$ cat src/rtl/pe_ctrl_pkg.sv
// Shared PE-control definitions: arbiter FSM states, default widths, output buffer depth.
package pe_ctrl_pkg;

  typedef enum logic [1:0] {
    ST_IDLE  = 2'd0,
    ST_ARB   = 2'd1,
    ST_BURST = 2'd2,
    ST_DRAIN = 2'd3
  } arb_state_e;

  localparam int DEF_ADDR_W = 10;
  localparam int DEF_DATA_W = 16;
  localparam int DEF_LEN_W  = 6;
  localparam int OBUF_DEPTH = 2;

  // Index width for an n-way select, never below one bit.
  function automatic int idx_w(input int n);
    return (n > 1) ? $clog2(n) : 1;
  endfunction

endpackage

$ cat src/rtl/rr_arbiter.sv
// Combinational round-robin picker: first asserted request at or after ptr_i, wrapping.
module rr_arbiter #(
  parameter int NUM_REQ = 4,
  parameter int IDX_W   = 2
) (
  input  logic [NUM_REQ-1:0] req_i,
  input  logic [IDX_W-1:0]   ptr_i,
  output logic [NUM_REQ-1:0] gnt_o,
  output logic [IDX_W-1:0]   idx_o,
  output logic               vld_o
);

  // Scan NUM_REQ positions starting at the pointer; the first hit wins.
  always_comb begin : pick
    int  j;
    logic found;
    gnt_o = '0;
    idx_o = '0;
    found = 1'b0;
    for (int k = 0; k < NUM_REQ; k++) begin
      j = int'(ptr_i) + k;
      if (j >= NUM_REQ) j = j - NUM_REQ;
      if (!found && req_i[j]) begin
        found    = 1'b1;
        gnt_o[j] = 1'b1;
        idx_o    = IDX_W'(j);
      end
    end
    vld_o = found;
  end

endmodule

$ cat src/rtl/glb_rd_arbiter.sv
// GLB read-port arbiter: round-robin burst grants, credit-gated GLB reads into a
// 2-entry output buffer, valid/ready stream toward the granted PE.
// Optional macro GLB_ARB_PRIO_EN: requester 0 gets strict priority, rr pointer untouched when it wins.
module glb_rd_arbiter
  import pe_ctrl_pkg::*;
#(
  parameter int NUM_REQ = 4,
  parameter int ADDR_W  = DEF_ADDR_W,
  parameter int DATA_W  = DEF_DATA_W,
  parameter int LEN_W   = DEF_LEN_W
) (
  input  logic                      clk,
  input  logic                      rst,
  input  logic [NUM_REQ-1:0]        req,
  input  logic [NUM_REQ*ADDR_W-1:0] req_addr,
  input  logic [NUM_REQ*LEN_W-1:0]  req_len,
  output logic [NUM_REQ-1:0]        gnt,
  output logic                      glb_ren,
  output logic [ADDR_W-1:0]         glb_raddr,
  input  logic [DATA_W-1:0]         glb_rdata,
  output logic                      out_valid,
  output logic [DATA_W-1:0]         out_data,
  output logic [NUM_REQ-1:0]        out_dst,
  input  logic                      out_ready,
  output logic                      out_last,
  output logic                      busy
);

  localparam int IDX_W = idx_w(NUM_REQ);
  localparam int PTR_W = idx_w(OBUF_DEPTH);
  localparam int CNT_W = $clog2(OBUF_DEPTH + 1);

  arb_state_e          state_q, state_d;
  logic [IDX_W-1:0]    ptr_q;
  logic [NUM_REQ-1:0]  arb_gnt, sel_gnt, dst_q;
  logic [IDX_W-1:0]    arb_idx, sel_idx;
  logic                arb_vld, upd_ptr;
  logic [ADDR_W-1:0]   addr_q;
  logic [LEN_W-1:0]    beats_q;
  logic                infl_q, infl_last_q;
  logic [DATA_W-1:0]   buf_data_q [OBUF_DEPTH];
  logic [OBUF_DEPTH-1:0] buf_last_q;
  logic [PTR_W-1:0]    rd_ptr_q, wr_ptr_q;
  logic [CNT_W-1:0]    cnt_q;
  logic                push, pop, credit_ok, ren;

  rr_arbiter #(.NUM_REQ(NUM_REQ), .IDX_W(IDX_W)) u_rr (
    .req_i (req),
    .ptr_i (ptr_q),
    .gnt_o (arb_gnt),
    .idx_o (arb_idx),
    .vld_o (arb_vld)
  );

  // Winner selection; optional strict priority for requester 0 bypasses the rr pointer.
  always_comb begin
    sel_gnt = arb_gnt;
    sel_idx = arb_idx;
    upd_ptr = 1'b1;
`ifdef GLB_ARB_PRIO_EN
    if (req[0]) begin
      sel_gnt    = '0;
      sel_gnt[0] = 1'b1;
      sel_idx    = '0;
      upd_ptr    = 1'b0;
    end
`endif
  end

  assign push = infl_q;
  assign pop  = out_valid && out_ready;
  // A word leaving this cycle frees its slot before the new read's data can land,
  // which keeps a full 1 word/cycle stream with only two entries.
  assign credit_ok = (int'(cnt_q) + int'(infl_q)) < (OBUF_DEPTH + int'(pop));

  // Next state and FSM outputs.
  always_comb begin
    state_d = state_q;
    gnt     = '0;
    ren     = 1'b0;
    case (state_q)
      ST_IDLE:  if (|req) state_d = ST_ARB;
      ST_ARB: begin
        if (arb_vld) begin
          gnt     = sel_gnt;
          state_d = ST_BURST;
        end else begin
          state_d = ST_IDLE;
        end
      end
      ST_BURST: begin
        ren = credit_ok;
        if (credit_ok && beats_q == '0) state_d = ST_DRAIN;
      end
      ST_DRAIN: if (pop && out_last) state_d = ST_IDLE;
      default:  state_d = ST_IDLE;
    endcase
  end

  // FSM, arbitration and read-issue state.
  always_ff @(posedge clk or posedge rst) begin
    if (rst) begin
      state_q     <= ST_IDLE;
      ptr_q       <= '0;
      dst_q       <= '0;
      addr_q      <= '0;
      beats_q     <= '0;
      infl_q      <= 1'b0;
      infl_last_q <= 1'b0;
    end else begin
      state_q     <= state_d;
      infl_q      <= ren;
      infl_last_q <= ren && (beats_q == '0);
      if (state_q == ST_ARB && arb_vld) begin
        dst_q   <= sel_gnt;
        addr_q  <= req_addr[sel_idx*ADDR_W +: ADDR_W];
        beats_q <= req_len[sel_idx*LEN_W +: LEN_W];
        if (upd_ptr) ptr_q <= (sel_idx == IDX_W'(NUM_REQ-1)) ? '0 : sel_idx + IDX_W'(1);
      end else if (ren) begin
        addr_q  <= addr_q + ADDR_W'(1);
        beats_q <= beats_q - LEN_W'(1);
      end
    end
  end

  // Output buffer control: pointers, occupancy and last flags.
  always_ff @(posedge clk or posedge rst) begin
    if (rst) begin
      rd_ptr_q   <= '0;
      wr_ptr_q   <= '0;
      cnt_q      <= '0;
      buf_last_q <= '0;
    end else begin
      if (push) begin
        buf_last_q[wr_ptr_q] <= infl_last_q;
        wr_ptr_q             <= wr_ptr_q + PTR_W'(1);
      end
      if (pop) rd_ptr_q <= rd_ptr_q + PTR_W'(1);
      cnt_q <= cnt_q + CNT_W'(push) - CNT_W'(pop);
    end
  end

  // Buffer payload; only read while its slot is occupied, so no reset needed.
  always_ff @(posedge clk) begin
    if (push) buf_data_q[wr_ptr_q] <= glb_rdata;
  end

  assign glb_ren   = ren;
  assign glb_raddr = addr_q;
  assign out_valid = (cnt_q != '0);
  assign out_data  = out_valid ? buf_data_q[rd_ptr_q] : '0;
  assign out_last  = out_valid && buf_last_q[rd_ptr_q];
  assign out_dst   = (state_q == ST_BURST || state_q == ST_DRAIN) ? dst_q : '0;
  assign busy      = (state_q != ST_IDLE);

endmodule

$ cat config.mk
export PLATFORM = sky130hd
export DESIGN_NAME = glb_rd_arbiter
export DESIGN_NICKNAME = d
export VERILOG_FILES = /design/src/rtl/pe_ctrl_pkg.sv /design/src/rtl/rr_arbiter.sv /design/src/rtl/glb_rd_arbiter.sv
export SDC_FILE = /design/constraint.sdc
export NUM_CORES = 1
export LEC_CHECK = 0
export CORE_UTILIZATION = 50
export DETAILED_ROUTE_END_ITERATION = 8
export HOLD_SLACK_MARGIN = 0.03
export PLACE_DENSITY = 0.9
export SKIP_LAST_GASP = 1
export SYNTH_ARGS = -nofsm -noshare
export SYNTH_HDL_FRONTEND = slang
export SYNTH_SLANG_ARGS = --single-unit
export TNS_END_PERCENT = 5
$ cat constraint.sdc
create_clock -name clk -period 9.89 [get_ports clk]
set_clock_uncertainty 0.15 [all_clocks]
set_input_delay 1.978 -clock clk [delete_from_list [all_inputs] [get_ports clk]]
set_output_delay 1.978 -clock clk [all_outputs]
set_load 0.03 [all_outputs]
; Word level (Yosys, flattened, before mapping)
; Memories as Yosys holds them, arrays and structs flattened.
; Cells that the tools add are included.
[totals]
wordCells = 141
n_memories = 1
mem_bits_rw = 32
output_inout_bits = 38
register_bits = 32
[op_classes]
n_shift = 2
eq_ne = 7
add_sub_neg = 16
n_reduce_logical = 25
order_cmp = 16
mux = 58
bitwise_logic = 3
n_mul = 2
[mem_list]
columns = name, depth, word_bits, rd, rd_clocked_by_memory_dff, write_ports, line_no
row1 = buf_data_q, 2, 16, 1, 0, 1, glb_rd_arbiter.sv:41  ; logic [DATA_W-1:0] buf_data_q [OBUF_DEPTH];
[op_table]
columns = cell, n
row1 = 32-bit by 1-bit greater-or-equal comparator with 1-bit output (second input constant), 4
row2 = 32-bit by 4-bit < comparator with 1-bit output (second input constant), 4
row3 = 32-bit two-way mux, 4
row4 = 32-bit by 4-bit greater-or-equal comparator with 1-bit output (second input constant), 3
row5 = 32-bit by 4-bit subtractor with 32-bit output (second input constant), 3
row6 = 40-bit by 7-bit variable part select with 10-bit output, 1
row7 = 4-bit two-way mux, 7
row8 = 24-bit by 6-bit variable part select with 6-bit output, 1
row9 = 1-bit two-way mux, 22
row10 = 10-bit two-way mux, 2
row11 = 2-bit two-way mux, 9
row12 = 16-bit two-way mux, 1
row13 = 1-bit logical AND, 14
row14 = 6-bit two-way mux, 2
row15 = 4-bit OR, 3
row16 = 10-bit by 1-bit adder with 10-bit output (second input constant), 1
row17 = 1-bit binary-select mux with 2-bit select, 4
row18 = 1-bit demux with 2-bit select, 4
row19 = 2-bit one-hot mux with 4 select lines, 1
row20 = 2-bit by 2-bit adder with 3-bit output (second input constant), 2
row21 = 2-bit equality test (second input constant), 3
row22 = 6-bit zero test, 1
row23 = 2-bit != test (second input constant), 3
row24 = 2-bit nonzero test, 3
row25 = 23 further kinds, 27

; Logic depth before layout (Yosys ltp)
[depth]
depth_word = 18
depth_mapped = 11
depth_no_buf = 8

; Cells and area by module
; Synthesis repeated with hierarchy kept, for this count alone.
[unflattened]
cells_unflattened = 321
area_unflattened_um2 = 3822.4
[by_module_without_submodules]
columns = module, instances, seq_area_each_um2, cells_each, area_per_inst_um2
row1 = glb_rd_arbiter, 1, 1761.7, 273, 3363.2
row2 = rr_arbiter, 1, 0.0, 48, 459.2

; Worst setup path after synthesis
; OpenSTA, ideal clock, no wires.
[synth_path]
path_kind = input -> output
start = input port req[3]
end = output port gnt[0]
path_stages = 5
arrival_time_ns = 3.520
slack_ns = 4.242
t_required_ns = 7.762
path_cell_list = mux4_1 > nor2b_4 > a22oi_1 > a2bb2oi_1 > a21oi_1
[synth_between]
elab_chain_len = 15
[synth_rtl]
columns = element, line_no
row1 = start: declaration, glb_rd_arbiter.sv:14  ; input logic [NUM_REQ-1:0] req,
row2 = 1-bit binary-select mux with 2-bit select, rr_arbiter.sv:23  ; if (!found && req_i[j]) begin
row3 = 1-bit two-way mux (not written as such) (2 in series), rr_arbiter.sv:23
row4 = 1-bit two-way mux, rr_arbiter.sv:23
row5 = 1-bit zero test, rr_arbiter.sv:23
row6 = 1-bit logical AND, rr_arbiter.sv:23
row7 = 1-bit two-way mux, rr_arbiter.sv:23
row8 = 1-bit zero test, rr_arbiter.sv:23
row9 = 1-bit logical AND, rr_arbiter.sv:23
row10 = 1-bit two-way mux, rr_arbiter.sv:23
row11 = 1-bit zero test, rr_arbiter.sv:23
row12 = 1-bit logical AND, rr_arbiter.sv:23
row13 = 4-bit two-way mux / 1-bit two-way mux (equally long branches), rr_arbiter.sv:23
row14 = 4-bit two-way mux (*), glb_rd_arbiter.sv:84  ; if (arb_vld) begin
row15 = 4-bit two-way mux (*), glb_rd_arbiter.sv:81  ; case (state_q)
row16 = end: declaration, glb_rd_arbiter.sv:17  ; output logic [NUM_REQ-1:0] gnt,
; Mark *: on every way between the ends. The rest lies on a longest branch, timed or not. The select of a mux whose other input is x is not followed.

; Worst setup path after layout
[layout_path]
start = input port req[1]
end = output port gnt[3]
; The elaborated chain is that of the path after synthesis.

==> summary.txt <==
Hold Path Class: flip-flop to flip-flop
Seq/Total Area, Yosys: 47.0%
Top-count cell post-synth: mux2i_1
Netlist cell types: 53
Data required, critical path: 7.76 ns
Clock Tree Root: clkbuf_8
Post-layout util: 71.8%
Vias in the first global route: 3051
Reg area: 1760 µm²
Initial DRC Count: 104
Post-synth top area cell: edfxtp_1
Post-CTS Setup Bufs: 0
Yosys top cell area share: 25.6%
Crit-path cells: clkdlybuf4s50_1 > mux4_1 > nor2b_4 > a22oi_1 > a2bb2oi_1 > a21oi_1 > clkdlybuf4s50_1
Finished Cell Area: 5210 µm²
CTS sink count: 64
Layout fillers: 526
Post-Syn Area: 3750 µm²
Resized Gates After CTS: 0
YS warnings: 0
CP max stage cell: clkdlybuf4s50_1
Layout Nets: 561
Via density: 5.54
Peak supply drop: 167 µV
Remaining global-route overflow: 0
Synth area leaders: edfxtp_1 (26%), dfrtp_1 (21%), mux2i_1 (10%)
Sw frac: 44.3%
Fin. max-slew vios: 0
Gp weighted congestion: 0.808
Initial antenna violation count: 0
R2r worst-path depth: 8
Worst slew pin tran: 1.19 ns
Final period util: 68.9%
Tmin final: 6.81 ns
Dpl hpwl: 6680 µm
Clk buf depth: 2
Hold-fix buffers, CTS: 0
PwrDens: 323 nW/µm²
Worst slew margin: 19.8%
Port bufs: 124
Core area: 7250 µm²
Vias: 3122
Hold Vio Cnt, Final: 0
Pleak: 2.15 nW
Post-synth top cells: mux2i_1 (38), dfrtp_1 (32), edfxtp_1 (32)
Status: complete, no violations
Placed instance area: 5010 µm²
Logic pwr share: 58.5%
Multi-input gate area: 1830 µm²
Starting Density: 51.7%
Total power: 1.68 mW
Routed Antenna Nets: 0
CTS buffer count: 9
Gr usage total: 23.1%
Final wirelength: 8720 µm
#FFs+latches synth: 64
First-pass GRT wire length: 13800 µm
Crit path max fanout: 11
Cells after Synth: 342
Avg WL per Cell: 15.5 µm
Cell mode on critical path: clkdlybuf4s50_1
Seq pwr share: 28.5%
Synthesized net count: 443
Drt pass-1 iters: 4
Post-synth EDFFs: 32
Largest net degree at the start of global routing: 33
RSZ-0062 raised after global routing: no
Worst skew pair latency: 0.33 ns
Hold-critical path depth: 1
Async set-reset flop share out of synthesis: 50.0%
Int Pwr: 0.936 mW
Net switching power: 0.744 mW
# DRC: 0
Diode count: 0
Setup crit start kind: input port
Final Setup Violations: 0
# Max-Cap Violations: 0
# IOs: 125
Synthesis-to-finish area growth: 38.9%
Die height: 88.6 µm
Total Neg Setup Slack: 0 ns
Rows: 31
Clock group share of total power: 13.0%
Full die area: 7850 µm²
Crit Path Class: input port to output pin
Most used DFF post-synth: edfxtp_1
Die width: 88.6 µm
F_max: 147 MHz
Synth Area per Inst: 11.0 µm²
Critical Path AT: 4.69 ns
Crit path capture type: output pin
CTS tree: built
Share of layout cells above drive strength 1: 5.59%
# H-tree levels: 3
Largest stage delay, worst path: 0.73 ns
Clock slew at reported path FFs: 0.07 ns
-- through the flow --
step | worst slack, ns | instances | hold WS (ns)
after floorplan | 4.24 | 342 | 0.291
after global placement | 3.22 | 548 | 0.311
after detailed placement | 3.13 | 548 | 0.309
after CTS | 3.12 | 564 | 0.325
after global routing | 2.94 | 564 | 0.335
final | 3.08 | 564 | 0.321
-- flip-flops by register name (all words and copies together), names as in the netlist, named ones only --
name / cells
buf_last_q: 2
beats_q: 6
infl_q: 1
glb_raddr: 10
infl_last_q: 1
wr_ptr_q: 1
rd_ptr_q: 1
buf_data_q: 32
cnt_q: 2
state_q: 1
dst_q: 4
ptr_q: 2
-- routing by layer --
layer | wire length [µm] | global-route usage (%) | vias to the layer above | part of all wire (%)
met5 | 0 | 0 | - | 0
li1 | - | - | 1524 | -
met1 | 3560 | 27.2 | 1468 | 41
met2 | 4510 | 41.3 | 118 | 52
met3 | 535 | 4.48 | 12 | 6.1
met4 | 116 | 9.38 | 0 | 1.3
-- path summary, 6_finish.rpt --
kind,slack [ns],startpoint,to
max,3.08,req[1],gnt[3]
max reg2reg,6.15,ptr_q[0],beats_q[3]
min reg2reg,0.32,dst_q[0],dst_q[0]
max in group asynchronous,7.43,rst,beats_q[3]
min in group asynchronous,1.87,rst,cnt_q[0]
min,0.32,dst_q[0],dst_q[0]
-- cell usage in the layout, fill, tap and decap left out, drive strengths merged, types with 3 or more instances in the layout --
master         synthesis  routed
o221ai                 6       6
nand2b                 5       5
nor3                   3       3
o21a                   6       6
mux2                   3       3
a21o                   5       5
mux2i                 38      38
and3                  14      14
a2bb2oi                4       4
nor3b                  3       3
and2                   7       7
o22ai                  7       7
nor2b                  4       4
nand2                 21      21
o21ai                 14      14
nor2                  25      25
a21oi                 10      10
a22oi                  5       5
inv                   10      10
ha                    14      14
clkdlybuf4s50          0     124
dfrtp                 32      32
mux4                   3       3
a211oi                18      18
clkinv                 1       6
xnor2                  6       6
edfxtp                32      32
nand3                  4       4
clkbuf                14       9
-- power groups by stage --
| stage | combinational, mW | clock [mW] | sequential [mW] |
|---|---|---|---|
| floorplan | 0.719 | 0 | 0.475 |
| global placement | 0.961 | 0 | 0.479 |
| detailed placement | 0.987 | 0 | 0.480 |
| CTS | 0.990 | 0.223 | 0.477 |
| global route | 1.08 | 0.233 | 0.492 |
| finish | 0.984 | 0.219 | 0.478 |
-- critical path, delay by kind of cell --
family | cells | cell delay (ns)
AND/OR/NAND/NOR | 1 | 0.24
buffers and inverters | 2 | 1.29
multiplexers | 1 | 0.70
AO/OA/AOI/OAI | 3 | 0.48
-- cell families (layout without fill, tap and decap cells) --
group / after synthesis / count (layout) / share of synthesized area, %
AND/OR/NAND/NOR: 98 / 98 / 13.8
AO/OA/AOI/OAI: 85 / 85 / 15.7
flip-flops: 64 / 64 / 47.0
multiplexers: 44 / 44 / 12.9
buffers and inverters: 30 / 153 / 4.24
adder cells (fa/ha/maj): 14 / 14 / 4.67
XOR/XNOR: 7 / 7 / 1.64
-- area by class of cell --
cell class,instances,share of cell area [%]
timing repair buffer,126,24.1
tap,99,2.38
clock buffer,9,2.38
sequential,64,33.8
multi-input combinational,248,35.1
clock inverter,7,1.39
inverter,11,0.793
Note: power is estimated with default switching activity, not from simulation.
